$ cat src/rtl/life_gen_ctrl_pkg.sv
// Shared types and constants for the Game-of-Life generation sequencer.
package life_pkg;

  // Sequencer states
  typedef enum logic [2:0] {
    LOAD,
    PAUSED,
    WAIT_TICK,
    WAIT_VB,
    UPDATE,
    CHECK
  } state_t;

  // Ticks per generation at the fastest speed; each lower speed doubles it.
  localparam int INTERVAL_BASE    = 16;
  // Length of the seed-load strobe in clock cycles.
  localparam int LOAD_CYCLES      = 2;
  // 1 ms base tick at 100 MHz.
  localparam int TICK_DIV_DEFAULT = 100000;
  // Interval counter width; holds the slowest limit of 2047.
  localparam int IVAL_W           = 12;
  localparam int LOAD_CNT_W       = $clog2(LOAD_CYCLES + 1);

  // Last count of an interval: (16 << (7 - speed)) - 1.
  function automatic logic [IVAL_W-1:0] interval_limit(input logic [2:0] speed);
    int unsigned shift;
    shift = 32'(3'd7 - speed);
    return IVAL_W'((INTERVAL_BASE << shift) - 1);
  endfunction

endpackage

$ cat src/rtl/life_gen_ctrl_if.sv
// Signal bundle between the sequencer, the buttons, the VGA timing and the cell array.
//
// Handshake: there is no valid/ready pair here. run_toggle, step and reload are
// single-cycle pulses sampled on the rising edge of clk; the sequencer never
// stalls its source, and a pulse the current state cannot use is dropped.
// vblank, alive_any and speed_sel are levels sampled every cycle.
interface life_gen_ctrl_if #(
  parameter int GEN_W = 16
);
  logic              run_toggle;
  logic              step;
  logic              reload;
  logic [2:0]        speed_sel;
  logic              vblank;
  logic              alive_any;
  logic              cell_en;
  logic              array_rst_n;
  logic              running;
  logic              extinct;
  logic [GEN_W-1:0]  gen_count;
  life_pkg::state_t  state;

  // Sequencer side
  modport slave (
    input  run_toggle, step, reload, speed_sel, vblank, alive_any,
    output cell_en, array_rst_n, running, extinct, gen_count, state
  );

  // Stimulus / board side
  modport master (
    output run_toggle, step, reload, speed_sel, vblank, alive_any,
    input  cell_en, array_rst_n, running, extinct, gen_count, state
  );
endinterface

$ cat src/rtl/life_gen_ctrl_tick_gen.sv
// Base-tick prescaler plus speed-scaled interval counter; pulses done when an
// interval of generation time has elapsed.
module life_tick_gen
  import life_pkg::*;
#(
  parameter int TICK_DIV = TICK_DIV_DEFAULT
) (
  input  logic       clk,
  input  logic       Rst,
  input  logic [2:0] speed_sel,
  input  logic       clear,
  output logic       done
);

  localparam int               PRE_W    = (TICK_DIV > 1) ? $clog2(TICK_DIV) : 1;
  localparam logic [PRE_W-1:0] PRE_LAST = PRE_W'(TICK_DIV - 1);

  logic [PRE_W-1:0]  pre_cnt;
  logic              tick;
  logic [IVAL_W-1:0] ival_cnt;
  logic [IVAL_W-1:0] limit;
  logic              at_limit;

  assign tick     = (pre_cnt == PRE_LAST);
  assign limit    = interval_limit(speed_sel);
  // ">=" so a speed change that leaves the count past the new limit finishes
  // the interval on the very next tick.
  assign at_limit = (ival_cnt >= limit);
  assign done     = tick && at_limit;

  // Free-running prescaler; only Rst restarts its phase.
  always_ff @(posedge clk or negedge Rst) begin
    if (!Rst) begin
      pre_cnt <= '0;
    end else if (tick) begin
      pre_cnt <= '0;
    end else begin
      pre_cnt <= pre_cnt + 1'b1;
    end
  end

  // Interval counter: counts ticks, restarts on completion or on request.
  always_ff @(posedge clk or negedge Rst) begin
    if (!Rst) begin
      ival_cnt <= '0;
    end else if (clear || done) begin
      ival_cnt <= '0;
    end else if (tick) begin
      ival_cnt <= ival_cnt + 1'b1;
    end
  end

endmodule

$ cat src/rtl/life_gen_ctrl.sv
// Generation sequencer: run/pause/step/reload control, vblank-aligned update
// strobe, saturating generation counter and extinction halt.
module life_gen_ctrl
  import life_pkg::*;
#(
  parameter int TICK_DIV = TICK_DIV_DEFAULT,
  parameter int GEN_W    = 16
) (
  input  logic           clk,
  input  logic           Rst,
  life_gen_ctrl_if.slave bus
);

  state_t                state;
  state_t                state_next;
  logic [LOAD_CNT_W-1:0] load_cnt;
  logic [LOAD_CNT_W-1:0] load_next;
  logic                  running;
  logic                  run_next;
  logic                  extinct;
  logic                  ext_next;
  logic [GEN_W-1:0]      gen_count;
  logic [GEN_W-1:0]      gen_next;
  logic                  cell_en_q;
  logic                  arst_q;
  logic                  interval_done;
  logic                  ival_clear;

  // The interval restarts whenever WAIT_TICK is entered, so each generation
  // in run mode waits at least one full interval.
  assign ival_clear = (state != WAIT_TICK) && (state_next == WAIT_TICK);

  life_tick_gen #(
    .TICK_DIV (TICK_DIV)
  ) u_tick_gen (
    .clk       (clk),
    .Rst       (Rst),
    .speed_sel (bus.speed_sel),
    .clear     (ival_clear),
    .done      (interval_done)
  );

  // Next state and next values of every sequencer register.
  always_comb begin
    state_next = state;
    load_next  = load_cnt;
    run_next   = running;
    ext_next   = extinct;
    gen_next   = gen_count;

    if (bus.reload) begin
      // Reload beats every other command, and restarts a strobe in progress.
      state_next = LOAD;
      load_next  = '0;
      run_next   = 1'b0;
    end else begin
      case (state)
        LOAD: begin
          if (load_cnt == LOAD_CNT_W'(LOAD_CYCLES - 1)) begin
            state_next = PAUSED;
          end else begin
            load_next = load_cnt + 1'b1;
          end
        end
        PAUSED: begin
          // An extinct array stays frozen until the seed is reloaded.
          if (!extinct) begin
            if (bus.run_toggle) begin
              run_next   = 1'b1;
              state_next = WAIT_TICK;
            end else if (bus.step) begin
              state_next = WAIT_VB;
            end
          end
        end
        WAIT_TICK: begin
          if (bus.run_toggle) begin
            run_next   = 1'b0;
            state_next = PAUSED;
          end else if (interval_done) begin
            state_next = WAIT_VB;
          end
        end
        WAIT_VB: begin
          if (bus.run_toggle) begin
            run_next   = 1'b0;
            state_next = PAUSED;
          end else if (bus.vblank) begin
            state_next = UPDATE;
          end
        end
        UPDATE: begin
          // A pause here lets the generation finish; CHECK then sees
          // running low and parks in PAUSED.
          if (bus.run_toggle) begin
            run_next = 1'b0;
          end
          state_next = CHECK;
        end
        CHECK: begin
          if (!bus.alive_any) begin
            ext_next   = 1'b1;
            run_next   = 1'b0;
            state_next = PAUSED;
          end else begin
            if (gen_count != '1) begin
              gen_next = gen_count + 1'b1;
            end
            if (running && !bus.run_toggle) begin
              state_next = WAIT_TICK;
            end else begin
              run_next   = 1'b0;
              state_next = PAUSED;
            end
          end
        end
        default: begin
          state_next = LOAD;
          load_next  = '0;
          run_next   = 1'b0;
        end
      endcase
    end

    // Loading a seed starts a fresh history.
    if (state_next == LOAD) begin
      gen_next = '0;
      ext_next = 1'b0;
    end
  end

  // FSM state register.
  always_ff @(posedge clk or negedge Rst) begin
    if (!Rst) begin
      state <= LOAD;
    end else begin
      state <= state_next;
    end
  end

  // Datapath and output registers, all loaded from next-cycle values so the
  // strobes line up with the state they belong to.
  always_ff @(posedge clk or negedge Rst) begin
    if (!Rst) begin
      load_cnt  <= '0;
      running   <= 1'b0;
      extinct   <= 1'b0;
      gen_count <= '0;
      cell_en_q <= 1'b0;
      arst_q    <= 1'b0;
    end else begin
      load_cnt  <= load_next;
      running   <= run_next;
      extinct   <= ext_next;
      gen_count <= gen_next;
      cell_en_q <= (state_next == UPDATE);
      arst_q    <= (state_next != LOAD);
    end
  end

  assign bus.cell_en     = cell_en_q;
  assign bus.array_rst_n = arst_q;
  assign bus.running     = running;
  assign bus.extinct     = extinct;
  assign bus.gen_count   = gen_count;
  assign bus.state       = state;

endmodule

$ cat src/flat_wrapper.sv
// flat-port wrapper written by rule: the top's interface ports become plain ports
module life_gen_ctrl_flat import life_pkg::*;
#(
  parameter int TICK_DIV = TICK_DIV_DEFAULT,
  parameter int GEN_W    = 16
)
  (clk, Rst, bus_run_toggle, bus_step, bus_reload, bus_speed_sel, bus_vblank, bus_alive_any, bus_cell_en, bus_array_rst_n, bus_running, bus_extinct, bus_gen_count, bus_state);
  life_gen_ctrl_if #(.GEN_W(GEN_W)) bus_i ();
  input  logic clk;
  input  logic Rst;
  input wire logic [$bits(bus_i.run_toggle)-1:0] bus_run_toggle;
  input wire logic [$bits(bus_i.step)-1:0] bus_step;
  input wire logic [$bits(bus_i.reload)-1:0] bus_reload;
  input wire logic [$bits(bus_i.speed_sel)-1:0] bus_speed_sel;
  input wire logic [$bits(bus_i.vblank)-1:0] bus_vblank;
  input wire logic [$bits(bus_i.alive_any)-1:0] bus_alive_any;
  output wire logic [$bits(bus_i.cell_en)-1:0] bus_cell_en;
  output wire logic [$bits(bus_i.array_rst_n)-1:0] bus_array_rst_n;
  output wire logic [$bits(bus_i.running)-1:0] bus_running;
  output wire logic [$bits(bus_i.extinct)-1:0] bus_extinct;
  output wire logic [$bits(bus_i.gen_count)-1:0] bus_gen_count;
  output wire logic [$bits(bus_i.state)-1:0] bus_state;
  assign bus_i.run_toggle = bus_run_toggle;
  assign bus_i.step = bus_step;
  assign bus_i.reload = bus_reload;
  assign bus_i.speed_sel = bus_speed_sel;
  assign bus_i.vblank = bus_vblank;
  assign bus_i.alive_any = bus_alive_any;
  assign bus_cell_en = bus_i.cell_en;
  assign bus_array_rst_n = bus_i.array_rst_n;
  assign bus_running = bus_i.running;
  assign bus_extinct = bus_i.extinct;
  assign bus_gen_count = bus_i.gen_count;
  assign bus_state = bus_i.state;
  life_gen_ctrl #(.TICK_DIV(TICK_DIV), .GEN_W(GEN_W)) u_core (.clk(clk), .Rst(Rst), .bus(bus_i));
endmodule
$ cat config.mk
export PLATFORM = sky130hd
export DESIGN_NAME = life_gen_ctrl_flat
export DESIGN_NICKNAME = d
export VERILOG_FILES = /design/src/rtl/life_gen_ctrl_pkg.sv /design/src/rtl/life_gen_ctrl_if.sv /design/src/rtl/life_gen_ctrl_tick_gen.sv /design/src/rtl/life_gen_ctrl.sv /design/src/flat_wrapper.sv
export SDC_FILE = /design/constraint.sdc
export NUM_CORES = 1
export LEC_CHECK = 0
export BUFFER_PORTS_ARGS = -buffer_cell sky130_fd_sc_hd__buf_2
export CAP_MARGIN = 20
export CORE_UTILIZATION = 36
export CTS_CLUSTER_DIAMETER = 60
export DETAILED_ROUTE_END_ITERATION = 8
export SYNTH_ARGS = -nofsm -noshare
export SYNTH_HDL_FRONTEND = slang
export SYNTH_SLANG_ARGS = --single-unit
$ cat constraint.sdc
create_clock -name clk -period 4.1 [get_ports clk]
set_input_delay 0.205 -clock clk [delete_from_list [all_inputs] [get_ports clk]]
set_output_delay 0.205 -clock clk [all_outputs]
set_load 0.005 [all_outputs]
==> results of run 1 <==
final timing paths:
check / slack (ps) / to / depth (start not counted)
max in group asynchronous: 3630 / u_core.u_tick_gen.pre_cnt[9]$_DFF_PN0_ / 2
min in group clk: 220 / u_core.bus.cell_en$_DFF_PN0_ / 3
worst min register to register: 490 / u_core.load_cnt[0]$_DFFE_PN0P_ / 1
worst max register to register: 1430 / u_core.u_tick_gen.ival_cnt[7]$_DFFE_PN0P_ / 4
worst min-delay path: 10 / u_core.bus.running$_DFFE_PN0P_ / 2
worst max-delay path: 1430 / u_core.u_tick_gen.ival_cnt[7]$_DFFE_PN0P_ / 4
layout by cell type, fill, tap and decap left out, types with 5 or more instances in the layout:
master / instances
sky130_fd_sc_hd__dfrtp_1: 54
sky130_fd_sc_hd__nor2_1: 39
sky130_fd_sc_hd__buf_2: 32
sky130_fd_sc_hd__xor2_1: 24
sky130_fd_sc_hd__nand2_1: 21
sky130_fd_sc_hd__nand3_1: 17
sky130_fd_sc_hd__nand4_1: 14
sky130_fd_sc_hd__nor3_1: 12
sky130_fd_sc_hd__xnor2_1: 12
sky130_fd_sc_hd__ha_1: 12
sky130_fd_sc_hd__a21oi_1: 11
sky130_fd_sc_hd__and3_1: 8
sky130_fd_sc_hd__nor4_1: 8
sky130_fd_sc_hd__o21ai_0: 7
sky130_fd_sc_hd__clkbuf_8: 6
sky130_fd_sc_hd__inv_1: 5
sky130_fd_sc_hd__nand2b_1: 5
Yosys cell counts (2+ instances only):
cell type / instances / share of area [%]
sky130_fd_sc_hd__clkbuf_1: 8 / 1.0
sky130_fd_sc_hd__xor2_1: 24 / 7.0
sky130_fd_sc_hd__nand2b_1: 5 / 1.0
sky130_fd_sc_hd__and4_1: 2 / 0.58
sky130_fd_sc_hd__a21o_1: 2 / 0.50
sky130_fd_sc_hd__nor4_1: 8 / 1.7
sky130_fd_sc_hd__a21oi_1: 11 / 1.8
sky130_fd_sc_hd__o21ai_0: 7 / 1.2
sky130_fd_sc_hd__a31oi_1: 2 / 0.42
sky130_fd_sc_hd__o21a_1: 2 / 0.50
sky130_fd_sc_hd__nand3_1: 17 / 2.8
sky130_fd_sc_hd__xnor2_1: 12 / 3.5
sky130_fd_sc_hd__a211oi_1: 2 / 0.50
sky130_fd_sc_hd__and2_1: 3 / 0.62
sky130_fd_sc_hd__or3_1: 4 / 0.83
sky130_fd_sc_hd__inv_1: 5 / 0.62
sky130_fd_sc_hd__nor2b_1: 4 / 0.83
sky130_fd_sc_hd__mux2i_1: 2 / 0.67
sky130_fd_sc_hd__nand2_1: 21 / 2.6
sky130_fd_sc_hd__and3_1: 8 / 1.7
sky130_fd_sc_hd__nand3b_1: 2 / 0.50
sky130_fd_sc_hd__nand4_1: 14 / 2.9
sky130_fd_sc_hd__nand4b_1: 2 / 0.58
sky130_fd_sc_hd__dfrtp_1: 54 / 45
sky130_fd_sc_hd__buf_2: 2 / 0.33
sky130_fd_sc_hd__ha_1: 12 / 5.0
sky130_fd_sc_hd__nor3b_1: 2 / 0.50
sky130_fd_sc_hd__o22ai_1: 2 / 0.42
sky130_fd_sc_hd__or4_1: 3 / 0.75
sky130_fd_sc_hd__nor2_1: 39 / 4.9
sky130_fd_sc_hd__nor3_1: 12 / 2.0
sky130_fd_sc_hd__or2_2: 3 / 0.62
final cells by class:
type,instances,area (um2)
clock buffers,7,86.3
clock inverters,1,5.00
fillers,791,4520
inverters,6,22.5
multi-input cells,244,1590
flip-flops and latches,54,1350
well taps,102,128
repair buffers,36,190
worst max-delay path, cell delays in order (launching register included):
cell	delay (ps)
sky130_fd_sc_hd__dfrtp_1	410
sky130_fd_sc_hd__or4b_4	560
sky130_fd_sc_hd__nor4_4	710
sky130_fd_sc_hd__nor2b_1	700
sky130_fd_sc_hd__nor3_1	140
power groups by stage:
| stage | Clock, mW | Sequential (mW) | Combinational (mW) |
|---|---|---|---|
| after floorplan | 0 | 0.673 | 0.244 |
| after global placement | 0 | 0.712 | 0.312 |
| after detailed placement | 0 | 0.713 | 0.319 |
| after CTS | 0.322 | 0.702 | 0.320 |
| after global routing | 0.339 | 0.718 | 0.361 |
| final | 0.310 | 0.703 | 0.312 |
cells by family (layout without fill, tap and decap cells):
kind of cell / count (synthesis) / count (layout) / share of synthesized area (%)
buffers and inverters: 17 / 50 / 2.33
multiplexers: 2 / 2 / 0.666
adder cells (fa/ha/maj): 12 / 12 / 5.00
AO/OA/AOI/OAI: 38 / 38 / 8.50
other: 1 / 1 / 0.125
AND/OR/NAND/NOR: 155 / 155 / 27.9
flip-flops: 54 / 54 / 45.0
XOR/XNOR: 36 / 36 / 10.5
through the flow:
stage | setup WS (ps) | cell area, um2
global route | 1130 | 3370
finish | 1430 | 3370
CTS | 1400 | 3370
global placement | 1450 | 3280
detailed placement | 1410 | 3280
floorplan | 1980 | 3000
state kept, by name, summed over array words and instances (netlist names):
| register | cells |
|---|---|
| u_core.bus.running | 1 |
| u_core.u_tick_gen.pre_cnt | 17 |
| u_core.bus.array_rst_n | 1 |
| u_core.load_cnt | 2 |
| u_core.bus.gen_count | 16 |
| u_core.bus.state | 3 |
| u_core.bus.cell_en | 1 |
| u_core.bus.extinct | 1 |
| u_core.u_tick_gen.ival_cnt | 12 |
metal layers:
metal / up-vias / part of all wire (%) / track usage, % / wire (um)
met4: 0 / 1.1 / 4.23 / 66
met5: - / 0 / 0 / 0
met3: 6 / 2.7 / 2.60 / 157
met2: 31 / 46 / 23.8 / 2740
li1: 1190 / - / - / -
met1: 1149 / 50 / 20.2 / 2930
==> results.txt, run 1 <==
The horizontal die dimension is 93.4 um, and the number of failing hold endpoints at the final stage is 0. The clock period minus final worst setup slack was 2670 ps. The non-filler instance count after layout was 450; the total core area was 0.00789 mm2.

Buffers added to address setup during post-CTS repair amount to 0. The final critical-path share of the clock period works out to 65.0%. The length of the first detailed-routing pass in iterations is 4. Summed over all nets, the switching power comes to 0.445 mW. The run gives 51 as the unique cell type count in the Yosys netlist. The final routed wirelength across all metal layers is 5890 um. After synthesis, flip-flops and latches occupy 45.0% of the total area.

Clock-pin slew was measured on the worst setup and hold paths at 100 ps. The via count of the first global-routing pass came out at 2216. The logs give 47.9% for the headroom to the max-slew limit and 13.2 ps for the post-route worst hold slack.

The count of placed standard cells including taps was 442. In the synthesized netlist the dominant register cell turns out to be sky130_fd_sc_hd__dfrtp_1. The number of antenna diodes in the final layout is 0.

Timing would allow up to 375 MHz. In the synthesized netlist the async set-or-reset flop fraction comes to 100%. Routability-driven placement finished with a final weighted congestion of 0.763.

The average wire length per cell after detail routing is 13.1 um, and the utilization after layout is 42.7%. Remaining number of nets flagged by the antenna check after routing: 0. The CTS sink count is 54, and the combinational cell fraction of total power is 23.5%.

The pin count of the biggest net entering global routing was 55. Setup repair after global routing left no endpoint under its margin. In this run, post-CTS repair resized a total of 0 instances. For the worst-skew pair, the clock arrives at the later sink with an insertion delay of 300 ps.

Summed over all layers, the global routing overflow is 0. The max-cap check violation count was 0. The run gives 38.1% as the effective utilization at floorplan. The first global-routing pass estimated 10200 um of wire.

For this design, the CTS-stage hold fixing added 0 buffers. The synthesized area divided by synthesized cell count works out to 9.54 um2. The DRC violation count after routing was 0. Compared with the post-synthesis result, the final layout area differs by 12.2%. TritonCTS built the clock tree. For this block, the via count after detailed routing is 2376. Of the cells placed in the final design, the portion with a size suffix greater than 1 is 15.5%. The wire-length estimate of the detail-placed layout is 4170 um.

In this run the tool buffered the top-level ports with 32 buffer cells. Of all nets on the critical path, the largest fanout is 17. Data on the critical path is required at its endpoint by 4260 ps. Pin placement for this block handled 33 I/O pins. The tools report the number of levels in the clock H-tree as 2. STA classifies the critical path startpoint as a flop. For this run, the number of Yosys warnings is 0. The critical path is of the reg -> reg type. In the global route stage, overall resource usage came out at 14.7%. Internal power comes to 0.880 mW. The setup total negative slack was 0 ps; the final layout net count was 369. The pin slew with the least headroom to its limit works out to 776 ps. In this run the critical register-to-register path is launched from u_core.u_tick_gen.pre_cnt[13]$_DFF_PN0_. Data arrives at the worst endpoint at 2830 ps. The kind of end point of the critical path is a flop.

Setup violations remaining at the end of the flow were counted as 0. The post-synthesis instance area is 0.00300 mm2. The total leakage power was 1.52 nW. The logs give 0 for the number of antenna violations at the first check in global routing and 337 for the number of nets produced by synthesis.

The die is 93.4 um tall. The run gives 5 as the CTS buffer count. Across the VDD grid, the largest voltage drop is 0.187 mV. The die outline area is 0.00871 mm2. The run gives 0 as the final count of pins violating max slew. The path class of the tightest hold or removal check is in -> async. After detailed routing, the number of vias per cell comes to 5.28. Counting flops and latches in the post-synthesis netlist gives 54. The number of instances in the synthesized netlist was 315. Between clock sinks in the finished design, the worst skew comes to 6.59 ps. The number of enable-type register cells in the synthesized netlist was 0; the proportion of total power due to net switching was 33.6%.

The largest buffer count on any clock path is 2. The cell sitting at the root of the clock tree is a sky130_fd_sc_hd__clkbuf_8. The design draws 1.32 mW. The power density over the cells came out at 393 mW/mm2.

In this run the core area contains 32 standard-cell rows. The critical path starts at u_core.u_tick_gen.pre_cnt[13]$_DFF_PN0_. The DRC marker count from the first detailed-route iteration is 128, and the relative contribution of the clock network to total power is 23.4%. The share of total power dissipated in sequential elements is 53.1%. The run finished with clean final reports.
(Power assumes the default switching activity.)
==> run 2, diff against run 1 <==
clock period = 2.5 ns   (was 4.1 ns; I/O delays follow)
==> results.txt, run 2 (synthesis results as in run 1) <==
The later pin in the worst-skew pair is clocked with a latency of 300 ps. STA classifies the critical path startpoint as a flop. Once the clock tree was built, the resizer swapped 0 gates to a different size. The CTS buffer count came out at 5.

The pin count of the biggest net entering global routing is 31, and the sequential share of power is 50.6%. The final routed wirelength across all metal layers was 6210 um; the number of cells on the worst reg-to-reg path was 4. Kind of end point of the critical path: a flop. The signal on the critical path passes through or4b_4 > nor4_4 > nor2b_1 > nor3_1. The global-route wire length before repair is 11100 um, and the detailed placer's ending HPWL is 4480 um. The fraction of layout instances using a drive strength above 1 was 16.5%. The library cells used most frequently in the layout, excluding fill and tap cells, are sky130_fd_sc_hd__dfrtp_1 (54), sky130_fd_sc_hd__nor2_1 (39), sky130_fd_sc_hd__buf_2 (32), sky130_fd_sc_hd__xor2_1 (24), sky130_fd_sc_hd__nand2_1 (21). Counting flops per register, the top entry is u_core.u_tick_gen.pre_cnt. The flow ran to the end, and the final reports show no timing, DRC or antenna violations.

After detailed routing, the number of remaining DRC violations is 0. The final count of pins violating max slew came out at 0. Counting along the longest clock path gives a buffer depth of 2. The number of antenna diodes in the final layout is 0. The core region is 0.00789 mm2.

Per report_power, the clock group accounts for 25.9% of the total. In the global route stage, overall resource usage came out at 15.8%. In this run the critical register-to-register path is captured at u_core.u_tick_gen.ival_cnt[4]$_DFFE_PN0P_. The final critical-path share of the clock period is 90.3%, and the internal power contribution is 1.56 mW. Of the total power, the share spent switching nets is 32.2%. The clock period minus final worst setup slack works out to 2260 ps. The cell with the biggest individual delay on the critical path was sky130_fd_sc_hd__nor2b_1. The path category of the worst min-delay check is in -> reg. The end of the worst hold path was u_core.bus.cell_en$_DFF_PN0_. The total congestion overflow after global routing is 0, and the required time at the endpoint of the critical path is 2650 ps.

The register with the most flip-flops in the layout has 17 of them. The number of setup violations in the final report is 0. TritonCTS built the clock tree. At the pin with the least slew margin, the transition time is 746 ps. The final layout net count was 374. Routed via count: 2476. The run gives 0.00331 mm2 as the placed instance area. The via count of the first global-routing pass is 2446, and the headroom to the max-slew limit is 50.1%.

Summed over all nets, the switching power comes to 0.741 mW. For flop-to-flop paths, the worst setup slack is 240 ps. The layout overhead on the synthesized area works out to 14.2%.

Along the worst path, the maximum fanout reaches 10. After routing, the total negative slack on setup checks comes to 0 ps. Buffers placed on the I/O ports in this run total 32.

The die is 93.4 um tall. The logs give 0 for the number of post-CTS setup repair buffers and 0.850 for the final RePlAce weighted congestion. Of the total power, combinational logic draws 23.6%. The H-tree generated during clock tree synthesis spans 2 levels.

Final non-filler cell area: 0.00343 mm2. The tools report the CTS sink count as 54. The total of fill cells in the finished design is 781, and the power density over the cells is 670 mW/mm2. For this configuration, the core starts out at a cell density of 38.1%.

The largest registers in the layout are u_core.u_tick_gen.pre_cnt x17, u_core.bus.gen_count x16, u_core.u_tick_gen.ival_cnt x12. Most common cell after layout, fill and taps aside: sky130_fd_sc_hd__dfrtp_1. The cell sitting at the root of the clock tree is a sky130_fd_sc_hd__clkbuf_8.

The tools report the number of failing hold endpoints at the final stage as 0. After floorplanning, the core was divided into 32 placement rows. Start-to-end type of the worst setup path: reg -> reg. The maximum clock frequency came out at 443 MHz. Across the run, the number of max-cap violations was 0. The worst hold path passes through 3 cells. The tools report the startpoint of the most critical hold path as bus_vblank. The count of nets left with antenna violations once routing finished came out at 0. The number of antenna violations at the first check in global routing came out at 0. Setup repair after global routing left no endpoint under its margin. The via count normalized by instance count was 5.45; the maximum clock skew at final layout was 8.78 ps.

The tools report the reg-to-reg startpoint as u_core.u_tick_gen.pre_cnt[13]$_DFF_PN0_. The I/O pin count was 33; the average wire length per cell after detail routing was 13.7 um. IR analysis of the VDD net gives a maximum drop of 0.240 mV. Data on the critical path arrives at its endpoint at 2410 ps. Horizontal die dimension: 93.4 um. The length of the first detailed-routing pass in iterations is 4. The hold-fix buffer count after cts came out at 1. After clock tree synthesis, the clock-pin slew on the worst setup and hold paths is 90 ps.

The total leakage power is 1.55 nW, and the DRC marker count from the first detailed-route iteration is 80. On the worst path, the slowest cell contributes a delay of 660 ps. The die covers 0.00871 mm2.
run 2: changes by cell type in the layout (fill, tap and decap cells not counted), sizes merged:
cell and delta:
buf +4, bufinv +1, clkbuf -1, clkinv -1
dlygate4sd3 +1
run 2: area by class of cell:
cell class	count	area, um2	share of cell area, %
multi-input cells	244	1590	46.3
flip-flops and latches	54	1350	39.4
repair buffers	41	230	6.71
well taps	102	128	3.72
clock buffers	6	82.6	2.41
clock inverters	1	30.0	0.875
inverters	6	22.5	0.656
run 2: worst max-delay path by stage:
stage                                                          from                                    endpoint  slack (ps)  cells after the start
after floorplan           u_core.u_tick_gen.ival_cnt[6]$_DFFE_PN0P_   u_core.u_tick_gen.ival_cnt[9]$_DFFE_PN0P_         380                      7
after global placement                             bus_speed_sel[2]  u_core.u_tick_gen.ival_cnt[11]$_DFFE_PN0P_         270                      8
after detailed placement    u_core.u_tick_gen.pre_cnt[13]$_DFF_PN0_   u_core.u_tick_gen.ival_cnt[4]$_DFFE_PN0P_         230                      4
after CTS                   u_core.u_tick_gen.pre_cnt[13]$_DFF_PN0_   u_core.u_tick_gen.ival_cnt[4]$_DFFE_PN0P_         200                      4
after global routing         u_core.u_tick_gen.pre_cnt[0]$_DFF_PN0_  u_core.u_tick_gen.ival_cnt[11]$_DFFE_PN0P_         120                      5
final                       u_core.u_tick_gen.pre_cnt[13]$_DFF_PN0_   u_core.u_tick_gen.ival_cnt[4]$_DFFE_PN0P_         240                      4
run 2: critical path, delay by kind of cell (launching register included):
kind	cells	cell delay (ps)
and+or+nand+nor	4	1700
DFF	1	410
run 2: per-layer routing:
layer | routed length, um | global-route usage, % | up-vias
li1 | - | - | 1202
met1 | 2990 | 21.0 | 1216
met2 | 2940 | 26.2 | 49
met3 | 205 | 2.85 | 9
met4 | 76 | 4.49 | 0
met5 | 0 | 0 | -
run 2: through the flow:
step | utilization, % | setup WS (ps) | hold slack [ps] | instances | power, mW
6_report | 43.5 | 241 | 141 | 454 | 2.30
5_1_grt | 43.5 | 118 | 143 | 454 | 2.48
4_1_cts | 43.5 | 204 | 126 | 454 | 2.33
3_5_place_dp | 42.0 | 227 | 212 | 446 | 1.72
3_3_place_gp | 42.0 | 275 | 208 | 446 | 1.71
2_1_floorplan | - | 384 | -171 | 315 | 1.50
run 2: power by group through the flow:
stage / sequential (mW) / clock (mW) / combinational [mW]
finish: 1.16 / 0.595 / 0.542
global route: 1.19 / 0.658 / 0.632
CTS: 1.16 / 0.616 / 0.554
detailed placement: 1.17 / 0 / 0.548
global placement: 1.17 / 0 / 0.534
floorplan: 1.10 / 0 / 0.400
==> run 3, diff against run 2 <==
clock period = 2.2 ns   (was 2.5 ns; I/O delays follow)
==> results.txt, run 3 (synthesis results as in run 1) <==
The run finished with clean final reports. For the final routed wirelength across all metal layers, the log shows 6370 um. For the data arrival at the endpoint of the critical path, the log shows 2310 ps. The number of antenna diodes in the final layout is 0.

For the worst setup path, the data required time is 2430 ps. The total leakage power was 1.60 nW; the max-cap check violation count was 0. For the length of the first detailed-routing pass in iterations, the log shows 7. On the final layout, the worst clock skew is 9.34 ps. For this block, the via count after detailed routing is 2472. The most common cell after layout, fill and taps aside is sky130_fd_sc_hd__dfrtp_1.

STA classifies the critical path endpoint as a flop. The later-pin clock latency in the skew report is 300 ps, and the sequential share of power is 51.3%. The run gives 2 as the largest buffer count on any clock path. Setup repair after global routing left no endpoint under its margin. The number of cells on the worst reg-to-reg path came out at 5. Together, buffers and inverters on the worst path number 0. Entering global routing, the biggest net connects 31 pins.

The largest registers in the layout are u_core.u_tick_gen.pre_cnt x17, u_core.bus.gen_count x16, u_core.u_tick_gen.ival_cnt x12. After detailed routing, the average wire length per cell comes to 13.7 um. u_core.u_tick_gen.pre_cnt holds more flip-flops than any other register. The I/O pin count is 33. The flop-to-flop setup slack is 120 ps, and the fraction of layout instances using a drive strength above 1 is 20.2%. Setup violations remaining at the end of the flow were counted as 0. The library cells used most frequently in the layout, excluding fill and tap cells, are sky130_fd_sc_hd__dfrtp_1 (53), sky130_fd_sc_hd__nor2_1 (39), sky130_fd_sc_hd__buf_2 (32), sky130_fd_sc_hd__xor2_1 (24), sky130_fd_sc_hd__nand2_1 (21). The end of the worst hold path is u_core.bus.cell_en$_DFF_PN0_. The worst register-to-register path begins at u_core.u_tick_gen.pre_cnt[6]$_DFF_PN0_. Once layout is complete, the utilization of the core stands at 44.6%.

The detail route stage leaves a number of antenna-violating nets equal to 0. The internal power contribution is 1.67 mW. For the worst supply voltage drop on vdd, the log shows 0.309 mV. The path category of the worst min-delay check is in -> reg.

On the critical path, the stage with the largest delay is an instance of sky130_fd_sc_hd__or4b_4. CTS sink count: 54. In this design, the largest share of critical-path delay is due to simple AND/OR/NAND/NOR gates. Once the floorplan was initialized, standard cells occupied 38.1% of the core. The worst setup path is of the reg -> reg kind. Number of logic stages on the critical path including buffering: 5.

The master cell of the clock root buffer was sky130_fd_sc_hd__clkbuf_8. The port buffer count works out to 32. In this run the standard cell core region covers 0.00789 mm2.

In this run the core area contains 32 standard-cell rows. For the pin with the worst max-slew slack, the measured transition is 554 ps. Measured along the y axis, the die boundary spans 93.4 um. For the maximum clock frequency, the log shows 482 MHz. Relative to the synthesized area, the layout overhead comes to 17.2%. The proportion of total power due to net switching was 34.0%; the global-route wire length before repair was 10800 um. TritonCTS built the clock tree. The number of levels in the clock H-tree is 2. The tools report the final RePlAce weighted congestion as 0.814.

Of the available clock period, the critical path in the final layout requires 94.3%. In this run the most critical hold path is launched from bus_vblank. The power density over the cells is 719 mW/mm2. The tools report the number of failing hold endpoints at the final stage as 0.

The total congestion overflow after global routing was 0. The register with the most flip-flops in the layout has 17 of them. The DRC marker count from the first detailed-route iteration is 73. The logs give 0.860 mW for the reported net switching power and 4540 um for the detailed placer's ending HPWL. The final count of pins violating max slew was 0; the number of antenna violations at the first check in global routing was 0. Measured against its own limit, the worst slew margin works out to 62.7%. Using the TritonRoute via totals, the vias-per-cell ratio works out to 5.33.

Worst-path maximum fanout: 4. Counting instances, the worst hold path has a depth of 3. In this run, the clock network consumes 21.2% of the power.

The tools report the setup total negative slack as 0 ps. In the routed design, unresolved DRC markers number 0. Walking the worst path, the cells encountered are or4b_4 > nor4_4 > nand3_2 > or3_1 > a211oi_2. The final layout net count was 384; the via count of the first global-routing pass was 2384. Counting I/O delays and the setup requirement, the final critical path takes 2080 ps.

The die outline area is 0.00871 mm2. Terminus of the critical flop-to-flop path: u_core.u_tick_gen.ival_cnt[9]$_DFFE_PN0P_. Measured along the x axis, the die boundary spans 93.4 um. STA classifies the critical path startpoint as a flop.

After clock tree synthesis, the clock-pin slew on the worst setup and hold paths is 100 ps. CTS buffer count: 5. The global router's overall resource usage came out at 15.5%. In this run, the combinational gates consume 27.5% of the power. In this design, the stage delay of the slowest critical-path cell is 550 ps.
==> run 3: repair_timing <==
item                                    CTS  global route
setup buffers                             0             3
resized for setup                         1             7
endpoints found under the setup margin   10            16
gates cloned                              0             0
pin swaps                                 0             2
hold endpoints to repair                 24             0
hold buffers                              1             0
==> run 3: final cells by class <==
cell class	count	area (um2)
multi-input combinational	244	1620
sequential	54	1350
timing repair buffer	51	322
tap	102	128
clock buffer	6	72.6
clock inverter	1	7.51
inverter	6	22.5
fill	751	4370
==> run 3: tightest hold or removal path: stages <==
cell and delay, ps:
sky130_fd_sc_hd__buf_2 120, sky130_fd_sc_hd__nand3_1 100, sky130_fd_sc_hd__nor2_1 50
==> run 3: power groups by stage <==
stage | sequential (mW) | clock (mW) | combinational (mW)
final | 1.30 | 0.536 | 0.697
after global routing | 1.32 | 0.598 | 0.804
after CTS | 1.30 | 0.562 | 0.701
after detailed placement | 1.32 | 0 | 0.695
after global placement | 1.31 | 0 | 0.677
after floorplan | 1.25 | 0 | 0.454
==> run 3: per-stage QoR <==
step           hold WS, ps  power (mW)  worst slack [ps]  std cells  instance area [um2]
2_1_floorplan         -186        1.71              83.6        315                 3000
3_3_place_gp         -25.8        1.99             0.684        453                 3370
3_5_place_dp         -26.7        2.01             -73.2        453                 3370
4_1_cts               95.3        2.56              24.2        461                 3470
5_1_grt                117        2.72              13.7        464                 3520
6_report               110        2.53               125        464                 3520
==> run 3: how the worst max path moves through the flow <==
stage / start / end
floorplan: u_core.u_tick_gen.ival_cnt[6]$_DFFE_PN0P_ / u_core.u_tick_gen.ival_cnt[9]$_DFFE_PN0P_
global placement: u_core.u_tick_gen.pre_cnt[13]$_DFF_PN0_ / u_core.u_tick_gen.ival_cnt[10]$_DFFE_PN0P_
detailed placement: bus_speed_sel[2] / u_core.u_tick_gen.ival_cnt[4]$_DFFE_PN0P_
CTS: u_core.u_tick_gen.ival_cnt[6]$_DFFE_PN0P_ / u_core.u_tick_gen.ival_cnt[4]$_DFFE_PN0P_
global route: u_core.u_tick_gen.pre_cnt[6]$_DFF_PN0_ / u_core.u_tick_gen.ival_cnt[9]$_DFFE_PN0P_
finish: u_core.u_tick_gen.pre_cnt[6]$_DFF_PN0_ / u_core.u_tick_gen.ival_cnt[9]$_DFFE_PN0P_
==> run 3: layer usage <==
metal	up-vias	GRT usage (%)	routed length [um]
li1	1215	-	-
met1	1199	20.5	3050
met5	-	0	0
met3	6	2.20	220
met2	52	26.2	3040
met4	0	4.62	64
